[config.mk]
export PLATFORM = sky130hd
export DESIGN_NAME = joy_input_conditioner
export DESIGN_NICKNAME = d
export VERILOG_FILES = /design/src/rtl/joy_input_conditioner.sv
export SDC_FILE = /design/constraint.sdc
export NUM_CORES = 1
export LEC_CHECK = 0
export ABC_AREA = 1
export BUFFER_PORTS_ARGS = -buffer_cell sky130_fd_sc_hd__clkbuf_2
export CAP_MARGIN = 20
export CORE_MARGIN = 1
export CORE_UTILIZATION = 30
export DETAILED_ROUTE_END_ITERATION = 8
export SYNTH_ARGS = -nofsm -noshare
export SYNTH_HDL_FRONTEND = slang
export SYNTH_SLANG_ARGS = --single-unit
[constraint.sdc]
create_clock -name clk -period 4.3 [get_ports clk]
set_input_delay 0.215 -clock clk [delete_from_list [all_inputs] [get_ports clk]]
set_output_delay 0.215 -clock clk [all_outputs]
set_load 0.02 [all_outputs]
[src/rtl/joy_input_conditioner.sv]
// joy_input_conditioner: debounces joystick buttons into one-cycle press pulses, with auto-repeat on the directions
module joy_input_conditioner #(
    parameter int TICK_DIV        = 50000,
    parameter int DEBOUNCE_MS     = 10,
    parameter int REPEAT_DELAY_MS = 400,
    parameter int REPEAT_RATE_MS  = 100
) (
    input  logic        clk,
    input  logic        reset,
    input  logic        enable,
    input  logic [15:0] joy_in,
    output logic [8:0]  held_out,
    output logic [8:0]  pulse_out
);
    localparam int RMAX = REPEAT_DELAY_MS > REPEAT_RATE_MS ? REPEAT_DELAY_MS : REPEAT_RATE_MS;
    localparam int TW = $clog2(TICK_DIV);
    localparam int DW = $clog2(DEBOUNCE_MS + 1);
    localparam int RW = $clog2(RMAX + 1);

    typedef enum logic [1:0] {IDLE, DELAY, REPEAT} state_t;

    state_t        state;
    logic [8:0]    raw_q, stable, stable_q, rise, acc;
    logic [TW-1:0] pc;
    logic [DW-1:0] dc [9];
    logic [RW-1:0] rc;
    logic [1:0]    owner, new_owner;
    logic          tick, rep, unused_hi;

    assign unused_hi = ^joy_in[15:9];
    assign tick      = pc == TW'(TICK_DIV - 1);
    assign rise      = stable & ~stable_q;
    assign held_out  = stable;
    assign new_owner = rise[3] ? 2'd3 : rise[2] ? 2'd2 : rise[1] ? 2'd1 : 2'd0;
    // a new direction press or an owner release pre-empts a repeat landing in the same cycle
    assign rep = state != IDLE && rise[3:0] == 4'd0 && stable[owner] && tick &&
                 rc == RW'((state == DELAY ? REPEAT_DELAY_MS : REPEAT_RATE_MS) - 1);

    always_comb begin
        acc = '0;
        for (int i = 0; i < 9; i++)
            acc[i] = enable && tick && raw_q[i] != stable[i] && dc[i] == DW'(DEBOUNCE_MS - 1);
    end

    always_ff @(posedge clk) begin
        pc <= reset || tick ? '0 : pc + 1'b1;
        stable <= reset || !enable ? '0 : stable ^ acc;
        for (int i = 0; i < 9; i++)
            dc[i] <= reset || !enable || raw_q[i] == stable[i] || acc[i] ? '0 : tick ? dc[i] + 1'b1 : dc[i];
    end

    always_ff @(posedge clk) begin
        if (reset) begin
            raw_q     <= '0;
            stable_q  <= '0;
            pulse_out <= '0;
            state     <= IDLE;
            owner     <= '0;
            rc        <= '0;
        end else begin
            raw_q    <= joy_in[8:0];
            stable_q <= stable;
            // masking with the current pulse keeps every pulse exactly one cycle wide
            pulse_out <= enable ? (rise | (9'(rep) << owner)) & ~pulse_out : '0;
            if (!enable) begin
                state <= IDLE;
                rc    <= '0;
            end else if (rise[3:0] != 4'd0) begin
                state <= DELAY;
                owner <= new_owner;
                rc    <= '0;
            end else if (state != IDLE && !stable[owner]) begin
                state <= IDLE;
                rc    <= '0;
            end else if (rep) begin
                state <= REPEAT;
                rc    <= '0;
            end else if (state != IDLE && tick) begin
                rc <= rc + 1'b1;
            end
        end
    end
endmodule

==> reports/qor.csv, run 1 <==
metric,value,unit
run_status,completed,
clock_latency,340,ps
start_util,31.0,%
syn_area_per_cell,7.46,um^2
synthDistinctLibCells,33,
die_w,128,um
drive_gt1_share,10.6,%
clock_sinks,101,
rows,45,
yosysWarningCount,0,
max_cap_violations,0,
grt_pass1_wl,16100,um
ir_worst_vdd,0.209,mV
reg2reg_from,pc[0],
wl_met3,197,um
num_io_pins,37,
dieArea,16300,um^2
synth-seq-cells,101,
holdBufCountCts,0,
tritoncts,yes,
syn-num-nets,676,
drcViolationCount,0,
syn_inst,637,
core-area,15300,um^2
hold_violations,0,
worst-slew-pin-transition,712,ps
met1Wirelength,4780,um
cts_setup_buffers,0,
routed.top_layer,met4,
ant_nets,0,
n_antenna_cell,0,
worstHoldStart,joy_in[7],
finalWorstSetupSlack,1690,ps
fin_setup_tns,0,ps
timing.fmax,383,MHz
post-route-util,35.1,%
p_leak,1.95,nW
final.period_utilization,60.7,%
vias_per_cell,4.36,
post_cts_resized,0,
numCtsBuffers,9,
dp_worst_setup_slack,1660,ps
io_buffers,29,
first_pass_iters,4,
first_global_vias,3516,
setup_violations,0,
wl_per_cell,10.4,um
hpwl,6330,um
cp_max_fo,30,
final_cell_mix,"102 x nand2_1, 101 x dfxtp_1, 96 x inv_1",
nets,705,
antenna_found_initial,0,
crit_arrival,2840,ps
wirelength,9200,um
synth_edf_count,0,
root_buffer,clkbuf_16,
drtIter0Drc,164,
path_clk_slew,70,ps
rsz0062_at_grt,false,
synth-async-reset-ratio,0,%
grt_max_degree,37,
critPathLaunch,pc[0],
synth_flop_cell,dfxtp_1,
crit_type,register to register,
endpoint_kind,register,
required,4530,ps
area_growth,13.1,%
slew_violations,0,
vias,3847,
min_path_type,primary input to register,
r2r_slack,1690,ps
cts.path.max_buffers,2,
route.met2.wl,4070,um
relSlewSlack,52.5,%
grt.overflow.total,0,
hold-path-cell-count,3,
start_kind,register,
power.density,329,nW/um^2
clock_skew,5.87,ps
num-fill-cells,1650,
htree_levels,3,
syn-cell-area,4750,um^2
gp_congestion,0.780,
fin_crit,2610,ps
r2r_cells,8,
die_y,128,um
track_usage,12.3,%
seq_area_frac_synth,42.5,%
final_common_cell,nand2_1,
power by group:
group | internal (mW) | leakage (nW) | switching (mW)
combinational | 0.0148 | 0.987 | 0.0260
clock | 0.428 | 0.143 | 0.356
sequential | 0.942 | 0.816 | 0.00346
layer usage:
layer,vias up,GRT usage (%)
met2,35,19.5
met3,9,2.59
met1,1727,15.6
li1,2076,-
met5,-,0
met4,0,6.37
cell usage after synthesis, types with 3 or more instances:
cell type	n	area share [%]
or2_0	13	1.7
nor2_1	74	5.8
nor2_2	3	0.39
a21oi_1	59	6.2
o21ai_2	3	0.55
xnor2_1	15	2.8
o21ai_0	18	1.9
ha_1	20	5.3
nand3_1	45	4.7
buf_6	4	0.95
nor4_1	5	0.66
inv_1	96	7.6
nand3b_1	3	0.47
nand2_1	102	8.1
nand4_1	5	0.66
clkbuf_1	6	0.47
nor3_1	25	2.6
or2_2	10	1.3
xor2_1	12	2.2
dfxtp_1	101	43
registers in the layout, summed over array words and instances, names as in the netlist:
signal / cells
owner: 2
pulse_out: 9
stable_q: 9
state: 2
dc: 36
pc: 16
rc: 9
raw_q: 9
held_out: 9
cell families after synthesis:
group | after synthesis | synth area share [%]
fa+ha+maj | 20 | 5.27
buf+inv | 110 | 9.43
xor+xnor | 27 | 4.98
flops | 101 | 42.5
compound gates | 83 | 9.11
simple gates | 296 | 28.7
final cells by class:
cell class | instances | area (um^2) | area share [%]
Clock buffer | 12 | 256 | 4.77
Tap cell | 211 | 264 | 4.91
Timing Repair Buffer | 30 | 153 | 2.84
Inverter | 98 | 368 | 6.84
Multi-Input combinational cell | 426 | 2280 | 42.4
Sequential cell | 101 | 2020 | 37.6
Clock inverter | 4 | 31.3 | 0.582
through the flow:
stage | hold WS, ps | total power [mW] | area (um^2) | cells
floorplan | 322 | 0.994 | 4750 | 637
global placement | 386 | 1.01 | 5090 | 866
detailed placement | 387 | 1.01 | 5090 | 866
CTS | 36.5 | 1.80 | 5380 | 882
global route | 39.1 | 1.84 | 5380 | 882
finish | 52.2 | 1.77 | 5380 | 882
worst max-delay path, stage by stage, from the launching register on:
cell,delay (ps)
dfxtp_1,350
ha_1,210
nand3_2,140
nor2_1,170
nand3_2,580
nor2_4,620
nand2_1,160
nand3b_1,200
nor2_1,70
final timing paths:
path                  end
min              raw_q[7]
max reg2reg     dc[0][15]
max             dc[0][15]
min reg2reg  pulse_out[5]
(Power assumes the default switching activity.)
==> run 2, diff against run 1 <==
--- a/config.mk
+++ b/config.mk
@@ -5,7 +5,7 @@
 export SDC_FILE = /design/constraint.sdc
 export NUM_CORES = 1
 export LEC_CHECK = 0
-export ABC_AREA = 1
+export ABC_AREA = 0
 export BUFFER_PORTS_ARGS = -buffer_cell sky130_fd_sc_hd__clkbuf_2
 export CAP_MARGIN = 20
 export CORE_MARGIN = 1
==> constraint.sdc (replaced) <==
create_clock -name clk -period 2.47 [get_ports clk]
set_input_delay 0.1235 -clock clk [delete_from_list [all_inputs] [get_ports clk]]
set_output_delay 0.1235 -clock clk [all_outputs]
set_load 0.02 [all_outputs]
==> reports/qor.csv, run 2 <==
metric,value,unit,change
dp_worst_setup_slack,351,ps,-1310 ps
met1Wirelength,3930,um,-18%
seq_area_frac_synth,47.6,%,+5.0 points
final.period_utilization,86.8,%,+26 points
wl_met3,141,um,-28%
core-area,13800,um^2,-9.7%
start_util,30.7,%,-0.28 points
antenna_found_initial,0,,unchanged
synthAdderAreaFrac,5.89,%,+0.62 points
multi_input_comb_area,2130,um^2,-6.9%
p_leak,1.77,nW,-9.0%
rsz0062_at_grt,false,,
worstHoldStart,joy_in[0],,
final_common_cell,dfxtp_1,,
routed.top_layer,met4,,
final_cell_mix,"101 x dfxtp_1, 76 x nor2_1, 30 x xnor2_1, 30 x nand2_1, 29 x clkbuf_2",,
synth_top_cell_area_share,47.6,%,+5.0 points
yosysWarningCount,0,,unchanged
min_path_type,primary input to register,,
wl_per_cell,11.7,um,+12%
wirelength,7870,um,-14%
r2r_cells,6,,-2
timing.fmax,466,MHz,+22%
synthDistinctLibCells,40,,+21%
synthTopCellsByCount,"101 x dfxtp_1, 76 x nor2_1, 30 x nand2_1, 30 x xnor2_1, 28 x xor2_1",,
largest-register,dc,,
syn_area_per_cell,9.47,um^2,+27%
track_usage,11.9,%,-0.36 points
syn-num-nets,488,,-28%
path_cells,ha_1 -> and3_1 -> and4_1 -> nand2_1 -> or4_4 -> a22o_1,,
htree_levels,3,,unchanged
synth_top_family_by_area,simple AND/OR/NAND/NOR gates,,
area_growth,17.7,%,
dpl_cell_area,4620,um^2,-9.1%
clock_skew,6.99,ps,+1.12 ps
numCtsBuffers,9,,unchanged
reg2reg_from,pc[0],,
final_design_area_no_fill,5000,um^2,-7.0%
slew_violations,0,,unchanged
cp_max_fo,6,,-80%
synth.most_common_cell,dfxtp_1,,
synth_flop_cell,dfxtp_1,,
synth-seq-cells,101,,unchanged
post-route-util,36.2,%,+1.1 points
crit_arrival,2390,ps,-450 ps
route.met2.wl,3610,um,-11%
fin_setup_tns,0,ps,unchanged
cpMaxStageDelayCell,or4_4,,
power,3.20,mW,+81%
root_buffer,clkbuf_16,,
regArea,2020,um^2,unchanged
dieArea,14700,um^2,-10%
vias,3096,,-20%
synth-async-reset-ratio,0,%,unchanged
relSlewSlack,62.0,%,+9.6 points
die_w,121,um,-5.3%
largest_reg_flops,36,,unchanged
syn_inst,449,,-30%
clock_latency,350,ps,about the same
fin_crit,2140,ps,-465 ps
cp_slowest_stage_delay,610,ps,about the same
run_status,completed,,
io_buffers,29,,unchanged
synth-xor-area-share,11.9,%,+7.0 points
path_clk_slew,70,ps,about the same
ir_worst_vdd,0.329,mV,+57%
nets,529,,-25%
drive_gt1_share,12.5,%,+1.9 points
required,2710,ps,-1820 ps
tritoncts,yes,,
die_y,121,um,-5.3%
grt_max_degree,47,,+27%
hold_violations,0,,unchanged
crit_type,register to register,,
drtIter0Drc,71,,-57%
endpoint_kind,register,,
vias_per_cell,4.59,,+5.2%
first_pass_iters,4,,unchanged
worst-slew-pin-transition,565,ps,-147 ps
hold-path-cell-count,2,,-1
cts.path.max_buffers,2,,unchanged
max_cap_violations,0,,unchanged
n_antenna_cell,0,,unchanged
first_global_vias,2978,,-15%
start_kind,register,,
reg_top3,"dc (36), pc (16)",,
drcViolationCount,0,,unchanged
finalWorstSetupSlack,325,ps,-1360 ps
muxShareOfSynthArea,2.65,%,+2.6 points
num_io_pins,37,,unchanged
post_cts_resized,0,,unchanged
syn-cell-area,4250,um^2,-11%
gp_congestion,0.794,,+1.8%
power.density,641,nW/um^2,+95%
clock_sinks,101,,unchanged
yosys.area.top_type,dfxtp_1,,
grt_pass1_wl,13700,um,-15%
ant_nets,0,,unchanged
hpwl,5510,um,-13%
synth_edf_count,0,,unchanged
rows,43,,-4.4%
critPathLaunch,pc[0],,
synth-compound-area-share,3.88,%,-5.2 points
grt.overflow.total,0,,unchanged
setup_violations,0,,unchanged
netlist_top_cells_area,"dfxtp_1 48%, nor2_1 6.7%, xnor2_1 6.2%, ha_1 5.9%, xor2_1 5.8%",,
num-fill-cells,1367,,-17%
synth-simple-area-share,25.6,%,-3.0 points
## run 2: cell types whose count changed after synthesis, sizes merged, moves of 8 or more
| cell | previous run | this run |
|---|---|---|
| nand2 | 105 | 30 |
| nand4 | 5 | 13 |
| o21ai | 21 | 7 |
| mux2i | 0 | 9 |
| a21oi | 59 | 2 |
| inv | 98 | 12 |
| a211oi | 0 | 9 |
| xor2 | 12 | 28 |
| nor3 | 26 | 14 |
| or2 | 23 | 0 |
| or3 | 0 | 13 |
| nor2b | 0 | 21 |
| xnor2 | 15 | 30 |
| nand3 | 47 | 11 |
## run 2: kinds of logic after synthesis
| logic type | count (synthesis) |
|---|---|
| adders and majority gates | 20 |
| xor gates and xnor gates | 58 |
| and+or+nand+nor | 211 |
| DFF | 101 |
| muxes | 10 |
| AOI/OAI and AO/OA | 24 |
| buffers and inverters | 25 |
## run 2: power by group
| part | total, mW | switching, mW | internal, mW |
|---|---|---|---|
| registers | 1.65 | 0.00783 | 1.64 |
| logic | 0.0708 | 0.0372 | 0.0336 |
| clock network | 1.49 | 0.613 | 0.874 |
## run 2: worst paths after layout
| kind | slack, ps | endpoint |
|---|---|---|
| worst max register to register | 330 | state[0] |
| worst max-delay path | 330 | state[0] |
| worst min-delay path | 10 | raw_q[0] |
| worst min register to register | 390 | pulse_out[8] |
## run 2: what timing repair did
action,in CTS,in global routing
hold buffers,6,0
buffers inserted,0,0
hold endpoints to repair,6,0
## run 2: layout make-up
cell class	count	area share, %
repair buffers	43	5.30
clock buffers	12	5.33
flip-flops and latches	101	40.4
multi-input cells	323	42.5
inverters	12	0.900
well taps	180	4.50
clock inverters	4	1.05
## run 2: per-layer routing
layer  GRT usage [%]  up-vias
met5               0        -
met4            6.25        0
met3            2.11       11
met2            19.2       31
met1            15.2     1455
li1                -     1599
## run 2: worst max-delay path: cells and delay by family, from the launching register on
family	cells	cell delay, ps
AND/OR/NAND/NOR	4	1300
flip-flops	1	350
adder cells (fa/ha/maj)	1	190
AO/OA/AOI/OAI	1	190
## run 2: through the flow
stage	cells	hold slack, ps
CTS	675	13.5
global route	675	17.1
floorplan	449	195
finish	675	13.4
detailed placement	653	344
global placement	653	340
==> run 3, diff against run 2 <==
--- a/config.mk
+++ b/config.mk
@@ -11,6 +11,7 @@
 export CORE_MARGIN = 1
 export CORE_UTILIZATION = 30
 export DETAILED_ROUTE_END_ITERATION = 8
+export RECOVER_POWER = 25
 export SYNTH_ARGS = -nofsm -noshare
 export SYNTH_HDL_FRONTEND = slang
 export SYNTH_SLANG_ARGS = --single-unit
==> reports/qor.csv, run 3 (same netlist as run 2, synthesis figures left out) <==
metric,value,unit,change
dieArea,14700,um^2,unchanged
clock_skew,7.58,ps,+0.596 ps
largest_reg_flops,36,,unchanged
cts_setup_buffers,0,,unchanged
root_buffer,clkbuf_16,,
setup_violations,0,,unchanged
post-route-util,36.1,%,-0.081 points
area_growth,17.4,%,
first_pass_iters,4,,unchanged
num_io_pins,37,,unchanged
drcViolationCount,0,,unchanged
cp_slowest_stage_delay,610,ps,about the same
max_cap_violations,0,,unchanged
core-area,13800,um^2,unchanged
regArea,2020,um^2,unchanged
final.period_utilization,86.5,%,-0.36 points
crit_arrival,2380,ps,about the same
nets,529,,unchanged
holdBufCountCts,6,,unchanged
power.density,642,nW/um^2,+0.23%
final_cell_mix,"101 x dfxtp_1, 76 x nor2_1, 30 x xnor2_1, 30 x nand2_1, 28 x xor2_1",,
crit_type,register to register,,
post_cts_resized,0,,unchanged
wirelength,7890,um,+0.36%
crit_buf_inv,0,,unchanged
numCtsBuffers,9,,unchanged
grt_pass1_wl,13700,um,unchanged
clock_latency,350,ps,about the same
rsz0062_at_grt,false,,
internal_power,2.55,mW,about the same
grt_max_degree,47,,unchanged
path_clk_slew,70,ps,about the same
htree_levels,3,,unchanged
cpMaxStageDelayCell,or4_4,,
rows,43,,unchanged
hold_violations,0,,unchanged
grt.overflow.total,0,,unchanged
clock_sinks,101,,unchanged
min_path_type,primary input to register,,
holdWs,13.9,ps,+0.550 ps
hpwl,5510,um,unchanged
first_global_vias,2978,,unchanged
cp_max_fo,6,,unchanged
ant_nets,0,,unchanged
n_antenna_cell,0,,unchanged
cts.path.max_buffers,2,,unchanged
dp_worst_setup_slack,351,ps,unchanged
timing.fmax,468,MHz,+0.42%
antenna_found_initial,0,,unchanged
finalWorstSetupSlack,334,ps,+8.98 ps
path_cells,ha_1 -> and3_1 -> and4_1 -> nand2_1 -> or4_4 -> a22o_1,,
tritoncts,yes,,
relSlewSlack,28.0,%,-34 points
die_y,121,um,unchanged
drive_gt1_share,11.1,%,-1.4 points
largest-register,dc,,
vias,3085,,-0.36%
sw_frac_of_total,20.5,%,+0.027 points
fin_setup_tns,0,ps,unchanged
io_buffers,29,,unchanged
run_status,completed,,
required,2710,ps,about the same
slew_violations,0,,unchanged
gp_congestion,0.794,,unchanged
start_util,30.7,%,unchanged
power_frac_comb,2.2,%,about the same
multi_input_comb_area,2130,um^2,unchanged
vias_per_cell,4.57,,-0.36%
start_kind,register,,
clkPwrFrac,46.4,%,about the same
track_usage,11.9,%,unchanged
endpoint_kind,register,,
power_switching,0.659,mW,+0.14%
p_seq_share,51.4,%,about the same
critPathTopFamily,simple AND/OR/NAND/NOR gates,,
final_common_cell,dfxtp_1,,
worst-slew-pin-transition,1080,ps,+515 ps
ir_worst_vdd,0.330,mV,+0.15%
fin_crit,2140,ps,-8.98 ps
p_leak,1.75,nW,-1.4%
die_w,121,um,unchanged
num-fill-cells,1372,,+0.37%
wl_per_cell,11.7,um,+0.36%
drtIter0Drc,65,,-8.5%
reg_top3,"dc (36), pc (16)",,
==> run 3: changes by cell type in the layout (fill, tap and decap cells not counted), sizes merged <==
cell | previous run | this run
buf | 8 | 7
clkbuf | 41 | 42
==> run 3: final cells by class <==
type / count / area share (%)
inverters: 12 / 0.902
clock buffers: 12 / 5.34
repair buffers: 43 / 5.09
flip-flops and latches: 101 / 40.5
well taps: 180 / 4.51
multi-input cells: 323 / 42.6
clock inverters: 4 / 1.05
==> run 3: power groups by stage <==
stage,clock (mW),combinational (mW),sequential [mW]
after floorplan,0,0.0396,1.68
after global placement,0,0.0639,1.68
after detailed placement,0,0.0648,1.69
after CTS,1.52,0.0729,1.65
after global routing,1.58,0.0795,1.65
final,1.49,0.0701,1.65
==> run 3: metal layers <==
| layer | vias to the layer above | share of wire (%) | GRT usage (%) |
|---|---|---|---|
| li1 | 1598 | - | - |
| met1 | 1447 | 50 | 15.2 |
| met2 | 29 | 46 | 19.2 |
| met3 | 11 | 1.7 | 2.11 |
| met4 | 0 | 2.2 | 6.25 |
| met5 | - | 0 | 0 |
==> run 3: final timing paths <==
| check | start | to | slack, ps | cells after the start |
|---|---|---|---|---|
| hold / removal | joy_in[0] | raw_q[0] | 10 | 2 |
| setup / recovery | pc[0] | state[0] | 330 | 6 |
| setup reg to reg | pc[0] | state[0] | 330 | 6 |
| hold reg to reg | stable_q[8] | pulse_out[8] | 390 | 1 |
==> run 3: through the flow <==
stage / area [um^2] / instances / power, mW
final: 4990 / 675 / 3.21
after global routing: 4990 / 675 / 3.31
after CTS: 5000 / 675 / 3.24
after detailed placement: 4620 / 653 / 1.75
after global placement: 4620 / 653 / 1.75
after floorplan: 4250 / 449 / 1.72
